[config.mk]
export PLATFORM = sky130hd
export DESIGN_NAME = feedback_packer
export DESIGN_NICKNAME = d
export VERILOG_FILES = /design/src/rtl/feedback_packer.sv
export SDC_FILE = /design/constraint.sdc
export NUM_CORES = 1
export LEC_CHECK = 0
export CAP_MARGIN = 15
export CORE_UTILIZATION = 40
export DETAILED_ROUTE_END_ITERATION = 8
export GPL_TIMING_DRIVEN = 0
export PLACE_DENSITY = 0.65
export SETUP_SLACK_MARGIN = 0.05
export SYNTH_ARGS = -nofsm -noshare
export SYNTH_HDL_FRONTEND = slang
export SYNTH_SLANG_ARGS = --single-unit
export TNS_END_PERCENT = 1
[constraint.sdc]
create_clock -name clock -period 3.8 [get_ports clock]
set_input_delay 0.38 -clock clock [delete_from_list [all_inputs] [get_ports clock]]
set_output_delay 0.38 -clock clock [all_outputs]
set_load 0.03 [all_outputs]
[src/rtl/feedback_packer.sv]
`default_nettype none
// ==== feedback_packer: fetches battery, Q-value and neighbour-ID words and packs a feedback packet ====
// ==== Rev 1.0 | optional macro FEEDBACK_CHECKSUM_EN appends an XOR checksum word               ====
module feedback_packer #(
  parameter int WORD_WIDTH = 16,
  parameter int ADDR_WIDTH = 16,
  parameter int BATT_BASE  = 328,
  parameter int VALUE_BASE = 456,
  parameter int DEST_BASE  = 72,
  parameter int IDLE_ADDR  = 8,
  parameter int MEM_LAT    = 1,
`ifdef FEEDBACK_CHECKSUM_EN
  localparam int PKT_W = 6 * WORD_WIDTH
`else
  localparam int PKT_W = 5 * WORD_WIDTH
`endif
) (
  input  logic                  clock,
  input  logic                  nreset,
  input  logic                  done_prev,
  input  logic                  ack,
  input  logic [WORD_WIDTH-1:0] _action,
  input  logic [WORD_WIDTH-1:0] _besthop,
  input  logic [WORD_WIDTH-1:0] MY_NODE_ID,
  input  logic [WORD_WIDTH-1:0] MY_CLUSTER_ID,
  output logic [ADDR_WIDTH-1:0] address,
  output logic                  rd_en,
  input  logic [WORD_WIDTH-1:0] data_in,
  output logic [PKT_W-1:0]      data_out,
  output logic                  done,
  output logic                  busy
);

  localparam logic [2:0]            LAT_LAST   = 3'(MEM_LAT);
  localparam logic [ADDR_WIDTH-1:0] IDLE_A     = ADDR_WIDTH'(IDLE_ADDR);
  localparam logic [ADDR_WIDTH-1:0] BATT_A     = ADDR_WIDTH'(BATT_BASE);
  localparam logic [ADDR_WIDTH-1:0] VALUE_A    = ADDR_WIDTH'(VALUE_BASE);
  localparam logic [ADDR_WIDTH-1:0] DEST_A     = ADDR_WIDTH'(DEST_BASE);

  typedef enum logic [2:0] {
    IDLE    = 3'd0,
    RD_BATT = 3'd1,
    RD_VAL  = 3'd2,
    RD_DEST = 3'd3,
    PACK    = 3'd4,
    DONE    = 3'd5
  } state_t;

  state_t                state;
  logic                  prev_start;
  logic [2:0]            lat_cnt;
  logic [WORD_WIDTH-1:0] node_q, cluster_q, hop_q, action_q;
  logic [WORD_WIDTH-1:0] batt_q, value_q, dest_q;

  // Address sums wrap naturally at ADDR_WIDTH bits.
  logic [ADDR_WIDTH-1:0] batt_addr, value_addr, dest_addr;
  assign batt_addr  = BATT_A  + ADDR_WIDTH'(MY_NODE_ID);
  assign value_addr = VALUE_A + ADDR_WIDTH'(hop_q);
  assign dest_addr  = DEST_A  + ADDR_WIDTH'(action_q);

  logic [PKT_W-1:0] packet;
`ifdef FEEDBACK_CHECKSUM_EN
  assign packet = {node_q, batt_q, value_q, cluster_q, dest_q,
                   node_q ^ batt_q ^ value_q ^ cluster_q ^ dest_q};
`else
  assign packet = {node_q, batt_q, value_q, cluster_q, dest_q};
`endif

  logic lat_done;
  assign lat_done = (lat_cnt == LAT_LAST);

  always_ff @(posedge clock) begin
    if (!nreset) begin
      state      <= IDLE;
      prev_start <= 1'b0;
      lat_cnt    <= 3'd0;
      done       <= 1'b0;
      busy       <= 1'b0;
      rd_en      <= 1'b0;
      address    <= IDLE_A;
      data_out   <= '0;
      node_q     <= '0;
      cluster_q  <= '0;
      hop_q      <= '0;
      action_q   <= '0;
      batt_q     <= '0;
      value_q    <= '0;
      dest_q     <= '0;
    end else begin
      prev_start <= done_prev;
      case (state)
        IDLE: begin
          if (done_prev && !prev_start) begin
            node_q    <= MY_NODE_ID;
            cluster_q <= MY_CLUSTER_ID;
            hop_q     <= _besthop;
            action_q  <= _action;
            state     <= RD_BATT;
            busy      <= 1'b1;
            rd_en     <= 1'b1;
            address   <= batt_addr;
            lat_cnt   <= 3'd0;
          end
        end
        RD_BATT: begin
          if (lat_done) begin
            batt_q  <= data_in;
            state   <= RD_VAL;
            address <= value_addr;
            lat_cnt <= 3'd0;
          end else begin
            lat_cnt <= lat_cnt + 3'd1;
          end
        end
        RD_VAL: begin
          if (lat_done) begin
            value_q <= data_in;
            state   <= RD_DEST;
            address <= dest_addr;
            lat_cnt <= 3'd0;
          end else begin
            lat_cnt <= lat_cnt + 3'd1;
          end
        end
        RD_DEST: begin
          if (lat_done) begin
            dest_q  <= data_in;
            state   <= PACK;
            rd_en   <= 1'b0;
            address <= IDLE_A;
            lat_cnt <= 3'd0;
          end else begin
            lat_cnt <= lat_cnt + 3'd1;
          end
        end
        PACK: begin
          data_out <= packet;
          state    <= DONE;
          done     <= 1'b1;
        end
        DONE: begin
          // A start arriving with ack is deliberately dropped.
          if (ack) begin
            state <= IDLE;
            done  <= 1'b0;
            busy  <= 1'b0;
          end
        end
        default: begin
          state   <= IDLE;
          done    <= 1'b0;
          busy    <= 1'b0;
          rd_en   <= 1'b0;
          address <= IDLE_A;
        end
      endcase
    end
  end

endmodule
`default_nettype wire

==> results.py <==
metrics = {
    "status": {
        "status": "complete, no violations",
    },
    "worst_setup_path": {
        "crit_slowest_cell": "nor3_1",
        "ff2ff_path_depth": 7,
        "startpoint_type": "flip-flop",
        "cpPeakStageDelay_ns": 0.77,
        "critical_path.top_delay_family": "simple AND/OR/NAND/NOR gates",
        "path_cells": "buf_2 -> nor3_1 -> nand2_1 -> clkbuf_1 -> clkbuf_1 -> nand2_1 -> a21oi_1",
        "critPathBufInv": 3,
        "rr_startpoint": "state[1]$_SDFFE_PN0P_",
        "end_kind": "flip-flop",
        "r2r_setup_slack_ns": 1.31,
        "critPathArrivalTime_ns": 2.85,
        "required_ns": 4.16,
        "crit_type": "flip-flop to flip-flop",
        "crit_cells": 7,
        "crit_fanout": 10,
        "crit_start": "state[1]$_SDFFE_PN0P_",
    },
    "synth": {
        "ys.flop_type": "dfxtp_1",
        "syn_avg_cell_area_um2": 7.81,
        "synth_nets": 1180,
        "synth_seq_area_share_pct": 51.1,
        "postSynth.asyncResetShare_pct": 0,
        "ys_ff_latch": 218,
        "netlist-cell-type-count": 54,
        "synth-edff-count": 0,
        "synth_cells": 1093,
        "netlist_area_um2": 8540,
        "yosysWarnings": 0,
    },
    "floorplan": {
        "initial_utilization_pct": 40.7,
        "ios": 183,
        "dieArea_um2": 21900,
        "die_w_um": 148,
        "num_rows": 53,
        "fp.dieH_um": 148,
        "coreArea_um2": 21000,
    },
    "sta": {
        "fin_crit_sh_pct": 65.6,
        "post-route-min-period_ns": 2.49,
        "slew_viol_final": 0,
        "fin_tns_setup_ns": 0,
        "max_freq_mhz": 401,
        "grt_setup_unrepaired": "false",
        "skew_ns": 0.0165,
        "setup_viol_count_final": 0,
        "tightest_slew_ns": 0.995,
        "hold_viol": 0,
        "relSlewSlack_pct": 33.2,
    },
    "cts": {
        "post_cts_buffers": 0,
        "clock_latency_ns": 0.52,
        "holdBufCountCts": 0,
        "cts_resized": 0,
        "cts_root_buf": "clkbuf_16",
        "cts_tree": "done",
        "cts.clk_slew.worst_paths_ns": 0.06,
        "clockBufferDepth": 3,
        "htreeDepth": 1,
        "cts_inserted_buffers": 23,
        "cts_num_sinks": 218,
    },
    "placement": {
        "place_congestion": 0.852,
        "dp_hpwl_um": 18800,
        "port_buffers": 181,
        "post_dp_cell_area_um2": 10700,
    },
    "final_layout": {
        "layout-drive-gt1-share_pct": 4.86,
        "area_growth_pct": 34.7,
        "final_area_um2": 11500,
        "diodes": 0,
        "final_nets": 1386,
    },
    "job": {
        "maxCapViolations": 0,
    },
    "route": {
        "ant_nets": 0,
        "vias": 7986,
        "firstDrtPassIters": 5,
        "wl_um": 25400,
        "via_per_inst": 5.02,
        "wl_per_cell_um": 15.9,
        "drtIter0Drc": 452,
        "drc": 0,
    },
    "power_and_ir_drop": {
        "leakage_nw": 3.90,
        "vdd.ir_drop.worst_mv": 0.260,
        "power_density_nw_per_um2": 476,
        "power_w": 0.00547,
    },
    "global_route": {
        "grt_pass1_vias": 7495,
        "grt_remaining_overflow": 0,
        "track_usage_pct": 23.1,
        "grt_first_pass_wirelength_um": 40100,
        "antenna_found_initial": 0,
        "grt_max_degree": 15,
    },
    "worst_hold_path": {
        "hp-start": "MY_NODE_ID[5]",
        "hp-class": "input port to flip-flop",
        "whs_path_depth": 3,
    },
}
cell families (layout without fill, tap and decap cells):
logic type	count (synthesis)	count (layout)	share of synthesized area, %
adders and majority gates	3	3	0.440
xor gates and xnor gates	29	29	2.98
AOI/OAI and AO/OA	267	267	17.5
and+or+nand+nor	489	489	23.3
buffers and inverters	79	302	3.62
DFF	218	218	51.1
muxes	8	8	0.953
Yosys cell counts (3+ instances only):
cell type  count  area [um^2]
a21oi_1      212         1060
ha_1           3         37.5
nor3_1         8         40.0
nand2_1      409         1540
xnor2_1       15          131
buf_2         10         50.1
a22oi_1       12         90.1
nand4_1        8         50.1
or3_1          3         18.8
nand2b_1       5         31.3
nand3_1       13         65.1
xor2_1        14          123
dfxtp_1      218         4360
nor4_1         4         25.0
clkbuf_1      60          225
mux2i_1        7         70.1
o211ai_1       4         30.0
a211oi_1       4         30.0
inv_1          6         22.5
o21ai_0       13         65.1
nor2b_1        3         18.8
nor2_1        19         71.3
state kept, by name, summed over array words and instances, names as in the netlist:
signal / count
lat_cnt: 3
state: 3
prev_start: 1
done: 1
cluster_q: 16
value_q: 16
batt_q: 16
hop_q: 16
node_q: 16
address: 16
data_out: 80
dest_q: 16
busy: 1
rd_en: 1
action_q: 16
power by group:
| part | switching (W) | total (W) | internal [W] |
|---|---|---|---|
| Combinational | 0.000377 | 0.000628 | 0.000252 |
| Sequential | 0.0000677 | 0.00244 | 0.00237 |
| Clock | 0.000937 | 0.00240 | 0.00147 |
| Total | 0.00138 | 0.00547 | 0.00409 |
per-stage QoR:
stage	setup WS, ns	util, %	cells	hold WS [ns]
CTS	1.33	54.9	1591	0.250
finish	1.31	54.9	1591	0.269
global route	1.11	54.9	1591	0.290
global placement	1.29	51.0	1549	0.438
detailed placement	1.27	51.0	1549	0.443
floorplan	2.06	-	1093	0.432
final timing paths:
path | endpoint
worst min-delay path | node_q[5]$_SDFFE_PN0P_
worst min register to register | data_out[17]$_SDFFE_PN0P_
worst max register to register | action_q[6]$_SDFFE_PN0P_
worst max-delay path | action_q[6]$_SDFFE_PN0P_
per-layer routing:
metal | up-vias | share of wire [%] | GRT usage (%)
li1 | 4058 | - | -
met5 | - | 0 | 0
met1 | 3654 | 46 | 31.5
met4 | 0 | 2.3 | 6.08
met3 | 45 | 6.0 | 3.65
met2 | 229 | 45 | 38.0
layout by cell type (no fill, tap or decap), drive strengths merged, types with 2 or more instances in the layout:
cell / n
a31o: 2
nand3: 13
a221oi: 2
a22oi: 12
a21boi: 2
nand2: 409
o211a: 2
nor2: 19
and3: 2
bufinv: 4
or3: 3
inv: 10
nor3b: 4
o21ai: 14
nand4: 8
or2: 2
buf: 11
nor2b: 3
nor4: 4
mux2i: 7
clkinv: 5
clkbuf: 91
and2: 3
ha: 3
clkdlybuf4s50: 181
a21oi: 213
a32oi: 2
o211ai: 4
dfxtp: 218
nand2b: 5
xor2: 14
nor3: 9
a211oi: 6
xnor2: 15
worst reg2reg max path, stage by stage (launching register included):
cell,delay (ns)
dfxtp_1,0.29
buf_2,0.16
nor3_1,0.77
nand2_1,0.16
clkbuf_1,0.35
clkbuf_1,0.39
nand2_1,0.16
a21oi_1,0.07
layout make-up:
| class | instances | area [um^2] |
|---|---|---|
| Buffer | 71 | 279 |
| Clock buffer | 31 | 646 |
| Clock inverter | 11 | 163 |
| Fill cell | 2064 | 9460 |
| Inverter | 8 | 30.0 |
| Multi-Input combinational cell | 796 | 3860 |
| Sequential cell | 218 | 4360 |
| Tap cell | 275 | 344 |
| Timing Repair Buffer | 181 | 1810 |
(Power assumes the default switching activity.)
==> RTL edit, RTL diff (same flow settings) <==
The parameter `ADDR_WIDTH` goes from 16 to 17.
--- a/src/rtl/feedback_packer.sv
+++ b/src/rtl/feedback_packer.sv
@@ -4,5 +4,5 @@
 module feedback_packer #(
   parameter int WORD_WIDTH = 16,
-  parameter int ADDR_WIDTH = 16,
+  parameter int ADDR_WIDTH = 17,
   parameter int BATT_BASE  = 328,
   parameter int VALUE_BASE = 456,
Ports: changed (resized address); port bits go from 183 to 184. No check against the original RTL was run, so the function may have changed too.
==> RTL edit against the original RTL <==
  * Routed wire length fell by 4.2%
  * Total power shrank 2.0%
  * Sequential cell count is 1 higher
  * Worst setup slack better by 150 ps
  * Area after synthesis up 0.48%
  * Clock skew grew 6.9 ps
  * Final area rose by 0.24%
  * Critical path depth is the same
  * Die area is 0.47% higher
  * Critical endpoint is now batt_q[10]$_SDFFE_PN0P_
==> RTL edit: results (changes against the original RTL) <==
** STA
- The clock tree skew after final layout was 23.36 ps (was 16.50 ps).
- The worst max-slew margin expressed relative to the limit came to 0.4837 (was 0.3317).

** Synth
- Most numerous cell types in the synthesized netlist :: nand2_1 (377), dfxtp_1 (219), a21oi_1 (203) (was nand2_1 (409), dfxtp_1 (218), a21oi_1 (212))
- Cell types with the largest area share after synthesis :: dfxtp_1 (51%), nand2_1 (16%), a21oi_1 (12%) (was dfxtp_1 (51%), nand2_1 (18%), a21oi_1 (12%))
- Sequential-to-total area share from yosys stat :: 0.5112 (was 0.5113)
- Post-synth cell types :: 48 (was 54)
- The Yosys warning count came to 0 (unchanged).
- Synth Instances :: 1081 (was 1093)
- The net count of the mapped netlist came to 1168 (was 1180).
- The most common flop cell mapped by yosys is dfxtp_1 (unchanged).

** Clocking
- The number of levels the H-tree was split into came to 1 (unchanged).
- CTS Buf Count :: 24 (was 23)
- The CTS root buffer is clkbuf_16 (unchanged).
- Worst-Skew Late Latency :: 520 ps (about the same)
- Clock transition at the registers of the reported paths :: 60 ps (about the same)
- Post-cts resize count :: 0 (unchanged)

** Place
- Port Buf Inserts :: 182 (was 181)
- The worst slack after detailed placement was 1314 ps (was 1274 ps).
- Final Wtd Congestion :: 0.8681 (was 0.8524)
- Detailed-placement wirelength estimate :: 18360 µm (was 18780 µm)
- The placed instance count is 1538 (was 1549).

** Drt
- Post-DR wirelength/cell :: 15.38 µm (was 15.94 µm)
- DRT iter0 DRCs :: 335 (was 452)
- The first-pass iteration count of the detailed router is 4 (was 5).
- Via count :: 7897 (was 7986)

** Power and ir drop
- The worst vdd rail ir drop came to 0.0003087 V (was 0.0002602 V).
- Reported leakage power :: 4.080 nW (was 3.898 nW)

** Status
- Status: finished clean (unchanged).

** Global route
- Pin count of the biggest net entering global routing :: 14 (was 15)
- GRT Overall Usage :: 0.2194 (was 0.2310)
- The number of global-route vias before repair is 7448 (was 7495).
- The first-pass GRT wire length is 38460 µm (was 40130 µm).
- Initial antenna violation count :: 0 (unchanged)

** Layout
- Layout cell share with drive strength beyond 1 :: 0.04368 (was 0.04863)
- The layout filler cell count was 2076 (was 2064).
- The number of antenna repair diodes came to 0 (unchanged).
- Final non-filler cell total :: 1580 (was 1591)
- The largest registers in the layout are data_out x80, address x17.
- Net total in the final layout :: 1377 (was 1386)

** Setup path
- The largest fanout on the critical path is 10 (unchanged).

** Worst hold path
- Tightest Hold Check Type :: primary input to register (unchanged)
RTL edit: cell count changes after synthesis, moves of 4 or more:
cell     change
nand2_1     -32
nor2_1      +18
mux2i_1     +15
a21oi_1      -9
o21ai_0      +6
a22oi_1      +5
xor2_1       +4
RTL edit: stage by stage:
stage          utilization  total power [mW]  instance area, µm²
2_1_floorplan            -             2.857                8577
3_3_place_gp        0.5110             3.139               10740
3_5_place_dp        0.5110             3.144               10740
4_1_cts             0.5481             5.402               11520
5_1_grt             0.5484             5.565               11530
6_report            0.5484             5.361               11530
RTL edit: path summary, 6_finish.rpt:
kind / start / end / cells past startpoint / slack (ps)
worst min-delay path: nreset / address[3]$_SDFFE_PN1P_ / 2 / 210
worst max-delay path: state[0]$_SDFFE_PN0P_ / batt_q[10]$_SDFFE_PN0P_ / 7 / 1450
worst min register to register: dest_q[3]$_SDFFE_PN0P_ / data_out[3]$_SDFFE_PN0P_ / 2 / 440
worst max register to register: state[0]$_SDFFE_PN0P_ / batt_q[10]$_SDFFE_PN0P_ / 7 / 1450
RTL edit: cell families after synthesis:
logic type,synth area share
multiplexers,0.02699
AND/OR/NAND/NOR,0.2185
XOR/XNOR,0.03166
buffers and inverters,0.03545
AO/OA/AOI/OAI,0.1718
flip-flops,0.5112
adder cells (fa/ha/maj),0.004377
RTL edit: routing by layer:
| metal | vias up | global-route usage | wire (µm) |
|---|---|---|---|
| met3 | 40 | 0.03006 | 1478 |
| li1 | 4030 | - | - |
| met2 | 213 | 0.3699 | 11390 |
| met4 | 0 | 0.06392 | 512 |
| met1 | 3614 | 0.2909 | 10930 |
| met5 | - | 0 | 0 |
RTL edit: layout make-up:
cell class,count,share of cell area
Multi-Input combinational cell,786,0.3373
Clock inverter,9,0.007707
Clock buffer,32,0.05992
Inverter,5,0.001628
Buffer,71,0.02475
Timing Repair Buffer,183,0.1585
Sequential cell,219,0.3803
Tap cell,275,0.02985
RTL edit: critical path, stage by stage, from the launching register on:
cell and delay, ps:
dfxtp_1 330, buf_2 210, nand2b_1 130, nor2_1 610
nand2_1 390, clkbuf_1 330, nand2_1 130, a21oi_1 70
RTL edit: power by group:
part | switching [mW] | internal, mW | total (mW)
sequential | 0.0673 | 2.38 | 2.45
clock | 0.921 | 1.34 | 2.26
combinational | 0.388 | 0.263 | 0.651
